--- config.mk ---
export PLATFORM = sky130hd
export DESIGN_NAME = fan_rpm_meter_flat
export DESIGN_NICKNAME = d
export VERILOG_FILES = /design/src/rtl/fan_rpm_if.sv /design/src/rtl/fan_rpm_meter.sv /design/src/flat_wrapper.sv
export SDC_FILE = /design/constraint.sdc
export NUM_CORES = 1
export LEC_CHECK = 0
export CORE_AREA = 5 5 103 105
export CTS_CLUSTER_SIZE = 24
export DETAILED_ROUTE_END_ITERATION = 6
export DIE_AREA = 0 0 108 110
export GPL_TIMING_DRIVEN = 0
export HOLD_SLACK_MARGIN = 0.06
export PLACE_DENSITY = 0.86
export SYNTH_ARGS = -nofsm -noshare
export SYNTH_HDL_FRONTEND = slang
export SYNTH_SLANG_ARGS = --single-unit
--- constraint.sdc ---
create_clock -name sys_clk -period 6.5 [get_ports sys_clk]
set_input_delay 0.975 -clock sys_clk [delete_from_list [all_inputs] [get_ports sys_clk]]
set_output_delay 0.975 -clock sys_clk [all_outputs]
set_load 0.01 [all_outputs]
--- src/rtl/fan_rpm_if.sv ---
// Fan tach / RPM telemetry bundle.
// master: the meter (samples tach, publishes rpm/rpm_valid/stall).
// slave : the fan side driving tach and the telemetry consumer.
interface fan_rpm_if;
   logic        tach_in;
   logic [15:0] rpm;
   logic        rpm_valid;
   logic        stall;

   modport master (input tach_in, output rpm, output rpm_valid, output stall);
   modport slave  (output tach_in, input rpm, input rpm_valid, input stall);
endinterface

--- src/rtl/fan_rpm_meter.sv ---
// Fan tachometer to RPM converter.
// Debounced falling edges of the tach line are counted over a fixed gate
// window, scaled by RPM_FACTOR and clamped to 16 bits once per window.
// Optional build macro FAN_RPM_AVG_EN: reports the mean of the last four
// window results (one extra cycle of latency); stall still tracks only the
// latest window.
module fan_rpm_meter #(
   parameter int CLK_FREQ       = 50_000_000,
   parameter int GATE_MS        = 1000,
   parameter int PULSES_PER_REV = 2,
   parameter int DEBOUNCE_CYC   = 500
) (
   input  logic      sys_clk,
   input  logic      sys_rst_n,
   fan_rpm_if.master bus
);
   localparam int GATE_CYC   = (CLK_FREQ / 1000) * GATE_MS;
   localparam int RPM_FACTOR = 60000 / (GATE_MS * PULSES_PER_REV);
   localparam int GATE_W     = (GATE_CYC > 1) ? $clog2(GATE_CYC) : 1;
   localparam int DEB_W      = $clog2(DEBOUNCE_CYC + 1);

   logic [1:0]        sync_q;
   logic              tach_s;
   logic              flt;
   logic              flt_d;
   logic [DEB_W-1:0]  deb_cnt;
   logic              fall;
   logic [GATE_W-1:0] gate_cnt;
   logic              gate_end;
   logic [15:0]       pulse_cnt;
   logic [15:0]       cnt_latch;
   logic              lat_v;
   logic [31:0]       prod;
   logic [15:0]       rpm_clamp;
   logic [15:0]       rpm_q;
   logic              rpm_valid_q;
   logic              stall_q;

   assign tach_s = sync_q[1];

   // two-flop synchroniser; idle level of the line is high
   always_ff @(posedge sys_clk or negedge sys_rst_n) begin
      if (!sys_rst_n) sync_q <= 2'b11;
      else            sync_q <= {sync_q[0], bus.tach_in};
   end

   // glitch filter: a new level must persist DEBOUNCE_CYC cycles to be taken
   always_ff @(posedge sys_clk or negedge sys_rst_n) begin
      if (!sys_rst_n) begin
         flt     <= 1'b1;
         deb_cnt <= '0;
      end else if (tach_s == flt) begin
         deb_cnt <= '0;
      end else if (deb_cnt == DEB_W'(DEBOUNCE_CYC - 1)) begin
         flt     <= tach_s;
         deb_cnt <= '0;
      end else begin
         deb_cnt <= deb_cnt + 1'b1;
      end
   end

   // registered falling-edge pulse of the filtered level
   always_ff @(posedge sys_clk or negedge sys_rst_n) begin
      if (!sys_rst_n) begin
         flt_d <= 1'b1;
         fall  <= 1'b0;
      end else begin
         flt_d <= flt;
         fall  <= flt_d & ~flt;
      end
   end

   assign gate_end = (gate_cnt == GATE_W'(GATE_CYC - 1));

   // free-running gate window counter
   always_ff @(posedge sys_clk or negedge sys_rst_n) begin
      if (!sys_rst_n)    gate_cnt <= '0;
      else if (gate_end) gate_cnt <= '0;
      else               gate_cnt <= gate_cnt + 1'b1;
   end

   // saturating pulse counter; a fall on the terminal cycle opens the next window
   always_ff @(posedge sys_clk or negedge sys_rst_n) begin
      if (!sys_rst_n) begin
         pulse_cnt <= '0;
         cnt_latch <= '0;
         lat_v     <= 1'b0;
      end else begin
         lat_v <= gate_end;
         if (gate_end) begin
            cnt_latch <= pulse_cnt;
            pulse_cnt <= fall ? 16'd1 : 16'd0;
         end else if (fall && pulse_cnt != 16'hFFFF) begin
            pulse_cnt <= pulse_cnt + 16'd1;
         end
      end
   end

   // 16 x factor fits in 32 bits for any factor up to 60000
   assign prod      = 32'(cnt_latch) * 32'(RPM_FACTOR);
   assign rpm_clamp = (prod > 32'h0000_FFFF) ? 16'hFFFF : prod[15:0];

`ifdef FAN_RPM_AVG_EN
   logic [15:0] hist0, hist1, hist2, hist3;
   logic        hist_v;
   logic        stall_s;
   logic [17:0] hist_sum;

   assign hist_sum = 18'(hist0) + 18'(hist1) + 18'(hist2) + 18'(hist3);

   // shift the newest clamped window result into the history
   always_ff @(posedge sys_clk or negedge sys_rst_n) begin
      if (!sys_rst_n) begin
         hist0   <= '0;
         hist1   <= '0;
         hist2   <= '0;
         hist3   <= '0;
         hist_v  <= 1'b0;
         stall_s <= 1'b0;
      end else begin
         hist_v <= lat_v;
         if (lat_v) begin
            hist0   <= rpm_clamp;
            hist1   <= hist0;
            hist2   <= hist1;
            hist3   <= hist2;
            stall_s <= (cnt_latch == 16'd0);
         end
      end
   end

   // publish the four-window mean together with the latest stall flag
   always_ff @(posedge sys_clk or negedge sys_rst_n) begin
      if (!sys_rst_n) begin
         rpm_q       <= '0;
         stall_q     <= 1'b0;
         rpm_valid_q <= 1'b0;
      end else begin
         rpm_valid_q <= hist_v;
         if (hist_v) begin
            rpm_q   <= 16'(hist_sum >> 2);
            stall_q <= stall_s;
         end
      end
   end
`else
   // publish the clamped result of the window just closed
   always_ff @(posedge sys_clk or negedge sys_rst_n) begin
      if (!sys_rst_n) begin
         rpm_q       <= '0;
         stall_q     <= 1'b0;
         rpm_valid_q <= 1'b0;
      end else begin
         rpm_valid_q <= lat_v;
         if (lat_v) begin
            rpm_q   <= rpm_clamp;
            stall_q <= (cnt_latch == 16'd0);
         end
      end
   end
`endif

   assign bus.rpm       = rpm_q;
   assign bus.rpm_valid = rpm_valid_q;
   assign bus.stall     = stall_q;
endmodule

--- src/flat_wrapper.sv ---
// flat-port wrapper written by rule: the top's interface ports become plain ports
module fan_rpm_meter_flat 
#(
   parameter int CLK_FREQ       = 50_000_000,
   parameter int GATE_MS        = 1000,
   parameter int PULSES_PER_REV = 2,
   parameter int DEBOUNCE_CYC   = 500
)
  (sys_clk, sys_rst_n, bus_tach_in, bus_rpm, bus_rpm_valid, bus_stall);
  fan_rpm_if bus_i ();
  input  logic sys_clk;
  input  logic sys_rst_n;
  input wire logic [$bits(bus_i.tach_in)-1:0] bus_tach_in;
  output wire logic [$bits(bus_i.rpm)-1:0] bus_rpm;
  output wire logic [$bits(bus_i.rpm_valid)-1:0] bus_rpm_valid;
  output wire logic [$bits(bus_i.stall)-1:0] bus_stall;
  assign bus_i.tach_in = bus_tach_in;
  assign bus_rpm = bus_i.rpm;
  assign bus_rpm_valid = bus_i.rpm_valid;
  assign bus_stall = bus_i.stall;
  fan_rpm_meter #(.CLK_FREQ(CLK_FREQ), .GATE_MS(GATE_MS), .PULSES_PER_REV(PULSES_PER_REV), .DEBOUNCE_CYC(DEBOUNCE_CYC)) u_core (.sys_clk(sys_clk), .sys_rst_n(sys_rst_n), .bus(bus_i));
endmodule
==> Yosys cells after proc, flatten, opt, wreduce, memory -nomap -nowiden <==
Cells that the tools add are included.
{ "totals": {"register_bits": 91, "mem_bits_ro": 0, "mem_count": 0, "latch_bits": 0, "mem_bits_rw": 0, "elab_cells": 35, "output_inout_bits": 18} }
{ "op_classes": {"shifts": 0, "addsub": 3, "muxes": 7, "multipliers": 1, "n_eq_ne": 4, "reduce_logical": 4, "magnitude_cmp": 1, "n_bitwise": 3, "div": 0} }
{ "ops": {"columns": ["cell", "n"], "rows": [
  ["2-to-1 mux 16 bit", 3],
  ["adder 26 x 1 -> 26 bit, second input constant", 1],
  ["== test 26 bit, second input constant", 1],
  ["2-to-1 mux 26 bit", 1],
  ["greater-than comparator 21 x 16 -> 1 bit, second input constant", 1],
  ["multiplier 16 x 4 -> 20 bit, second input constant", 1],
  ["2-to-1 mux 9 bit", 2],
  ["adder 16 x 1 -> 16 bit, second input constant", 1],
  ["zero test 16 bit", 1],
  ["inequality test 16 bit, second input constant", 1],
  ["adder 9 x 1 -> 9 bit, second input constant", 1],
  ["== test 9 bit, second input constant", 1],
  ["NOT 1 bit", 2],
  ["AND reduction 2 bit", 1],
  ["nonzero test 2 bit", 1],
  ["bitwise AND 1 bit", 1],
  ["== test 1 bit", 1],
  ["logical AND 1 bit", 1],
  ["2-to-1 mux 1 bit", 1]
]} }

==> Longest topological paths before layout <==
Gate-level depths: netlist of run 1.
{ "depth": {"word_depth": 4, "mapped_depth": 14, "depth_no_buf": 12} }

==> Worst setup path after synthesis of run 1 <==
No wires, ideal clock.
{ "synth_timing": {"kind": "register to register", "from": "register u_core.cnt_latch[4]", "to": "register u_core.rpm_q[10] (netlist: u_core.bus.rpm[10])", "required_time_ps": 6379, "n_path_buf": 1, "stages_incl_launch_ff": 14, "arrival_time_ps": 3603, "setup_time_ps": 121, "path_slack_ps": 2776, "period_less_slack_ps": 3724, "path_cell_list": "dfrtp_1 inv_1 fa_1 fa_1 inv_1 ha_1 a21o_1 a221oi_2 o21ai_1 a31oi_1 mux2i_2 nand4_4 buf_6 o22a_1"} }
{ "synth_between": {"elab_chain_cells": 3} }
{ "synth_lines": {"columns": ["element", "line", "text"], "rows": [
  ["start, declared", "fan_rpm_meter.sv:31", "logic [15:0] cnt_latch;"],
  ["start signal, assigned", "fan_rpm_meter.sv:91", "cnt_latch <= pulse_cnt;"],
  ["multiplier 16 x 4 -> 20 bit (*)", "fan_rpm_meter.sv:100", "assign prod = 32'(cnt_latch) * 32'(RPM_FACTOR);"],
  ["greater-than comparator 21 x 16 -> 1 bit", "fan_rpm_meter.sv:101", "assign rpm_clamp = (prod > 32'h0000_FFFF) ? 16'hFFFF : prod[15:0];"],
  ["2-to-1 mux 16 bit (*)", "fan_rpm_meter.sv:101", null],
  ["end signal, assigned", "fan_rpm_meter.sv:156", "rpm_q <= rpm_clamp;"],
  ["end, declared", "fan_rpm_meter.sv:35", "logic [15:0] rpm_q;"]
]} }
Mark *: on every way between the ends. The rest lies on a longest branch, timed or not.
A chain may end at the register's enable or synchronous reset.

==> Worst setup path after layout of run 1 <==
{ "layout_timing": {"from": "register u_core.cnt_latch[4]", "to": "register u_core.rpm_q[6] (netlist: u_core.bus.rpm[6])"} }
Same word-level chain as after synthesis.

==> flow_summary_export.csv, run 1 <==
group,metric,value,unit
timing,fmax,230.8,MHz
floorplan,io_pins,21,
worst_setup_path,cpMaxStageDelayCell,"fa_1",
worst_setup_path,slowest_delay,0.51,ns
placed_design,globalplace.congestion,0.8611,
layout,layout.nets,656,
yosys,synth_common_cells,"dfrtp_1 (87), inv_1 (59), nor2_1 (52)",
grt,grt_max_degree,61,
drt,via_per_inst,5.657,
clock_tree,root_buffer,"clkbuf_8",
clock_tree,cts_max_path_buffers,2,
layout,area_growth,9.987,%
clock_tree,cts_buffers,9,
yosys,syn_area_per_cell,10.06,sq um
yosys,synth_enable_flop_cells,0,
floorplan,start_util,58.78,%
yosys,synth.area.top_cells,"dfrtp_1 (39%), fa_1 (10%), ha_1 (7.6%)",
timing,slew_headroom,55.68,%
worst_setup_path,worstPathCellList,"inv_1 > fa_1 > fa_1 > inv_1 > ha_1 > a21o_1 > a221oi_2 > o21ai_1 > a31oi_1 > mux2i_2 > nand4_4 > buf_6 > o22a_1",
yosys,synth-main-ff-cell,"dfrtp_1",
placed_design,port_buffers,20,
yosys,syn_area,5613,sq um
clock_tree,postCtsSetupRepairBufs,0,
clock_tree,cts_tree,"done",
yosys,async_flop_share,100.0,%
worst_setup_path,endpoint_kind,"register",
timing,max_slew.worst_pin.slew,0.6649,ns
yosys,yosysSeqAreaShare,40.66,%
placed_design,placed_cells,712,
power_and_ir_drop,ir_drop,0.0001613,V
floorplan,chipHeight,110,um
floorplan,rows,36,
power_and_ir_drop,power_leakage,2.895,nW
power_and_ir_drop,p_total,931.2,uW
timing,setup_violations,0,
clock_tree,hold_buffers,0,
grt,grt_pass1_vias,4191,
floorplan,coreArea,9549,sq um
placed_design,dpl.hpwl,8.243,mm
drt,vias,4113,
drt,firstDrtPassIters,6,
timing,final.min_clock_period,4.332,ns
clock_tree,cts-resized-gates,0,
clock_tree,htree_levels,3,
layout,n_antenna_cell,0,
timing,finClkSkew,0.009075,ns
yosys,ys_types,51,
yosys,synth_top_cell_area_share,38.79,%
clock_tree,clkSinkCount,91,
drt,wire_per_inst,15.10,um
clock_tree,clock_latency,0.36,ns
layout,layout-drive-gt1-share,5.219,%
grt,grt-ovfl-total,0,
layout,final_cell_count_no_fill,727,
status,outcome,"finished clean",
worst_setup_path,worstSetupStartpointType,"register",
flow_run,drv_cap,0,
hold_path,worstHoldPathType,"register to register",
timing,tns,0,ns
yosys,synthCells,558,
yosys,ys_seq_elements,91,
drt,wirelength,10.98,mm
timing,rsz0062_at_grt,"false",
yosys,ys_warn_count,0,
yosys,syn-num-nets,624,
worst_setup_path,worstPathRequired,6.75,ns
layout,fin_area,6173,sq um
yosys,post-synth-top-count-cell,"dfrtp_1",
grt,grt_usage,20.29,%
grt,antenna_found_initial,0,
placed_design,place_area,6005,sq um
timing,min_period_over_period,66.64,%
power_and_ir_drop,powerDensity,150.8,nW/um^2
drt,drt_iter0_drc,182,
timing,slew_viol_final,0,
layout,fillers,762,
worst_setup_path,critPathKind,"register to register",
yosys,synth_largest_area_cell,"dfrtp_1",
floorplan,die_area,11880,sq um
worst_setup_path,cp.arrival,4.58,ns
drt,drc,0,
worst_setup_path,worst-path-max-fanout,10,
drt,ant_nets,0,
timing,hold_viol_final,0,
grt,grt_pass1_wl,19.18,mm
floorplan,chipWidth,108,um
clock_tree,clk_pin_slew,0.08,ns
## critical path, delay by kind of cell (launching register included)
kind,cells,cell delay [ns]
AOI/OAI and AO/OA,5,1.45
adders and majority gates,3,1.36
buffers and inverters,3,0.53
DFF,1,0.36
muxes,1,0.30
and+or+nand+nor,1,0.22
## final timing paths
path                                                 start  depth (start not counted)                             end  slack (ns)
max in group asynchronous                        sys_rst_n                          2      u_core.sync_q[1]$_DFF_PN1_        5.27
min                             u_core.sync_q[0]$_DFF_PN1_                          0      u_core.sync_q[1]$_DFF_PN1_        0.36
max reg2reg                u_core.cnt_latch[4]$_DFFE_PN0P_                         13   u_core.bus.rpm[6]$_DFFE_PN0P_        2.17
min reg2reg                     u_core.sync_q[0]$_DFF_PN1_                          0      u_core.sync_q[1]$_DFF_PN1_        0.36
max                        u_core.cnt_latch[4]$_DFFE_PN0P_                         13   u_core.bus.rpm[6]$_DFFE_PN0P_        2.17
min in group asynchronous                        sys_rst_n                          1  u_core.bus.rpm[15]$_DFFE_PN0P_        0.54
## cells by family (layout without fill, tap and decap cells)
kind of cell,Yosys count,in the layout,synth area share [%]
compound gates,100,100,11.95
xor+xnor,48,48,7.490
fa+ha+maj,63,63,17.92
buf+inv,75,111,5.171
flops,91,91,40.66
mux,7,7,1.449
simple gates,174,174,15.36
## placed cells by master, fill, tap and decap left out, types with 3 or more instances in the layout
cell / n
and3_1: 7
and2_1: 3
o21ai_0: 29
nand3_1: 17
o22a_1: 15
dfrtp_1: 87
o211ai_1: 4
mux2i_1: 3
or3_1: 7
dfstp_2: 4
clkdlybuf4s50_1: 19
a211oi_1: 4
o21bai_1: 3
inv_1: 59
clkbuf_1: 16
xor2_1: 23
fa_1: 29
ha_1: 34
nand2_1: 42
nor4_1: 4
clkbuf_8: 10
xnor2_1: 25
a21o_1: 8
nor2_1: 52
nor3_1: 9
nand2b_1: 3
nand4_1: 20
o21a_1: 3
a21oi_1: 23
## cell type report
cell class / count / area (sq um) / area share (%)
plain buffers: 16 / 68.82 / 1.115
clock buffers: 12 / 145.1 / 2.351
clock inverters: 3 / 23.77 / 0.3851
inverters: 59 / 221.5 / 3.587
multi-input cells: 392 / 3040 / 49.25
flip-flops and latches: 91 / 2282 / 36.97
well taps: 133 / 166.4 / 2.696
repair buffers: 21 / 225.2 / 3.648
## per-layer routing
metal / global-route usage [%] / up-vias / routed length [um]
li1: - / 1957 / -
met1: 25.40 / 2054 / 4631
met2: 35.92 / 89 / 5755
met3: 4.193 / 13 / 469
met4: 5.681 / 0 / 119
met5: 0 / - / 0
## metrics by stage
stage	hold WS (ns)	util (%)	setup WS, ns
3_5_place_dp	0.3541	62.88	2.223
3_3_place_gp	0.3467	62.62	1.348
5_1_grt	0.3698	64.65	2.006
6_report	0.3629	64.65	2.168
4_1_cts	0.3667	64.65	2.181
2_1_floorplan	0.3452	-	2.776
## state kept, by name, summed over array words and instances (netlist names), 2 cells and up
signal	flops
u_core.bus.rpm	16
u_core.cnt_latch	16
u_core.deb_cnt	9
u_core.gate_cnt	26
u_core.pulse_cnt	16
u_core.sync_q	2
## power by group
group | internal, mW | leakage [nW] | total, mW | switching [mW]
Combinational | 0.00431 | 1.58 | 0.0169 | 0.0126
Sequential | 0.568 | 1.24 | 0.570 | 0.00148
Clock | 0.149 | 0.0791 | 0.345 | 0.195
Total | 0.722 | 2.89 | 0.931 | 0.210
Power figures use the tool's default switching activity.
==> inputs of run 2 (changes only) <==
==> constraint.sdc (replaced) <==
create_clock -name sys_clk -period 4.2 [get_ports sys_clk]
set_input_delay 0.63 -clock sys_clk [delete_from_list [all_inputs] [get_ports sys_clk]]
set_output_delay 0.63 -clock sys_clk [all_outputs]
set_load 0.01 [all_outputs]
==> run 2 against run 1 <==
Net effect: clock power increased by 56%; register-to-register slack got worse by 2.0 ns; total power increased by 55%; final cell count increased by 1.9%; via count increased by 2.2%; global-route usage increased by 0.051 points; worst setup slack got worse by 2.0 ns; count of clock-buffer cells in the layout unchanged; critical path type unchanged; largest cell class unchanged.
==> flow_summary_export.csv, run 2 (synthesis results as in run 1) <==
group,metric,value,unit
status,outcome,"finished clean",
grt,grt_usage,20.34,%
worst_setup_path,cp.arrival,4.36,ns
drt,wl_met1,4.821,mm
worst_setup_path,worst-path-max-fanout,7,
grt,antenna_found_initial,0,
power_and_ir_drop,switchingPower,328.0,uW
placed_design,dpl.hpwl,8.243,mm
placed_design,placed_cells,712,
timing,fin_ws,0.1557,ns
grt,grt_max_degree,61,
drt,wirelength,11.71,mm
floorplan,chipHeight,110,um
layout,area_growth,12.64,%
worst_setup_path,worstSetupStartpointType,"register",
floorplan,start_util,58.78,%
placed_design,globalplace.congestion,0.8611,
clock_tree,cts_buffers,9,
drt,dr.max_layer_used,"met4",
drt,vias,4203,
power_and_ir_drop,intPower,1.117,mW
power_and_ir_drop,ir_drop,0.0002496,V
floorplan,io_pins,21,
timing,max_slew.worst_pin.slew,0.6625,ns
power_and_ir_drop,p_sw_share,22.70,%
drt,met3_length,496,um
timing,hold_viol_final,0,
drt,wire_per_inst,15.80,um
timing,min_period_over_period,96.29,%
timing,hold_ws,0.1956,ns
worst_setup_path,r2r_setup_slack,0.16,ns
timing,fmax,247.3,MHz
layout,largest_register_ffs,26,
drt,via_per_inst,5.672,
layout,layout.nets,670,
layout,layout-drive-gt1-share,9.704,%
layout,mostFrequentLayoutCell,"dfrtp_1",
clock_tree,clk_pin_slew,0.09,ns
layout,final_cell_mix,"dfrtp_1 (87), nor2_1 (52), inv_1 (49)",
worst_setup_path,worstPathRequired,4.51,ns
floorplan,die_area,11880,sq um
placed_design,port_buffers,20,
worst_setup_path,critical-path-top-delay-family,"adder cells",
worst_setup_path,reg2reg_depth,14,
timing,setup_violations,0,
power_and_ir_drop,powerDensity,228.5,nW/um^2
grt,grt_pass1_wl,19.23,mm
placed_design,place_ws,-0.07747,ns
timing,slew_viol_final,0,
layout,n_antenna_cell,0,
worst_setup_path,critPathBufInv,4,
placed_design,place_area,6005,sq um
layout,final_util,66.21,%
power_and_ir_drop,p_clk_share,37.1,%
worst_setup_path,slowest_delay,0.53,ns
drt,wl_met2,6.213,mm
hold_path,worstHoldPathType,"primary input to async pin",
clock_tree,htree_levels,3,
worst_setup_path,worstPathCellList,"clkinvlp_4 > fa_1 > fa_1 > inv_1 > ha_1 > clkbuf_1 > a21oi_1 > o21a_1 > or4b_1 > a21oi_1 > o31ai_2 > nand4_4 > buf_4 > o22a_1",
layout,top_register,"u_core.gate_cnt",
grt,grt_pass1_vias,4184,
clock_tree,clkSinkCount,91,
timing,slew_headroom,55.84,%
timing,final.min_clock_period,4.044,ns
floorplan,rows,36,
drt,drc,0,
drt,ant_nets,0,
worst_setup_path,endpoint_kind,"register",
layout,final_cell_count_no_fill,741,
power_and_ir_drop,pwr-share-seq,61.0,%
drt,drt_iter0_drc,191,
clock_tree,clock_latency,0.37,ns
clock_tree,cts_tree,"done",
power_and_ir_drop,power_frac_comb,1.8,%
clock_tree,cts_max_path_buffers,2,
power_and_ir_drop,power_leakage,2.959,nW
worst_setup_path,critPathKind,"register to register",
floorplan,coreArea,9549,sq um
grt,grt-ovfl-total,0,
worst_setup_path,cpMaxStageDelayCell,"fa_1",
flow_run,drv_cap,0,
layout,fin_area,6322,sq um
floorplan,chipWidth,108,um
worst_setup_path,r2r_end,"u_core.bus.rpm[4]$_DFFE_PN0P_",
worst_setup_path,r2r_start,"u_core.cnt_latch[10]$_DFFE_PN0P_",
drt,firstDrtPassIters,5,
clock_tree,root_buffer,"clkbuf_8",
timing,finClkSkew,0.01096,ns
-- run 2: cell count changes in the layout (fill, tap and decap cells not counted) --
cell,change
a21oi_2,+1
a211oi_2,+1
a221oi_2,-1
nor3_2,+1
clkinvlp_4,+4
nor3_1,-1
inv_1,-10
buf_4,+15
a211oi_1,-1
a221oi_4,+1
clkbuf_1,-1
a21oi_1,-1
inv_2,+6
-- run 2: worst reg2reg max path: stages, from the launching register on --
cell	delay, ns
dfrtp_1	0.40
clkinvlp_4	0.20
fa_1	0.52
fa_1	0.53
inv_1	0.06
ha_1	0.29
clkbuf_1	0.19
a21oi_1	0.30
o21a_1	0.22
or4b_1	0.51
a21oi_1	0.20
o31ai_2	0.12
nand4_4	0.11
buf_4	0.17
o22a_1	0.16
-- run 2: layout make-up --
cell class,instances,area (sq um)
Buffer,15,65.06
Clock inverter,3,23.77
Inverter,59,236.5
Timing Repair Buffer,36,337.8
Fill cell,736,3227
Sequential cell,91,2282
Multi-Input combinational cell,392,3065
Tap cell,133,166.4
Clock buffer,12,145.1
-- run 2: per-layer routing --
layer,vias to the layer above,track usage (%)
met5,-,0
met4,0,5.500
met3,20,4.135
met2,97,36.01
met1,2100,25.59
li1,1986,-
-- run 2: metrics by stage --
stage	total power [mW]	setup TNS, ns
2_1_floorplan	0.9034	0
3_3_place_gp	0.9229	-52.60
3_5_place_dp	0.9269	-0.5654
4_1_cts	1.455	0
5_1_grt	1.501	-0.2053
6_report	1.445	0
-- run 2: worst max-delay path by stage --
stage | startpoint | endpoint | slack [ns] | cells after the start
3_3_place_gp | sys_rst_n | u_core.gate_cnt[11]$_DFF_PN0_ | -0.61 | 1
2_1_floorplan | u_core.cnt_latch[4]$_DFFE_PN0P_ | u_core.bus.rpm[11]$_DFFE_PN0P_ | 0.48 | 13
5_1_grt | u_core.cnt_latch[10]$_DFFE_PN0P_ | u_core.bus.rpm[10]$_DFFE_PN0P_ | -0.03 | 14
6_report | u_core.cnt_latch[10]$_DFFE_PN0P_ | u_core.bus.rpm[4]$_DFFE_PN0P_ | 0.16 | 14
3_5_place_dp | u_core.cnt_latch[4]$_DFFE_PN0P_ | u_core.bus.rpm[6]$_DFFE_PN0P_ | -0.08 | 13
4_1_cts | u_core.cnt_latch[3]$_DFFE_PN0P_ | u_core.bus.rpm[6]$_DFFE_PN0P_ | 0.008 | 13
-- run 2: repair_timing --
action	CTS	global route
gates resized for setup	5	9
setup buffers	0	15
hold buffers	0	0
endpoints found under the setup margin	10	16
pin swaps	0	2
cloned	0	0
-- run 2: power by group through the flow --
stage / Combinational (mW) / Clock, mW / Sequential [mW]
after floorplan: 0.00473 / 0 / 0.899
after global placement: 0.0239 / 0 / 0.899
after detailed placement: 0.0277 / 0 / 0.899
after CTS: 0.0278 / 0.545 / 0.882
after global routing: 0.0311 / 0.587 / 0.882
final: 0.0265 / 0.537 / 0.882
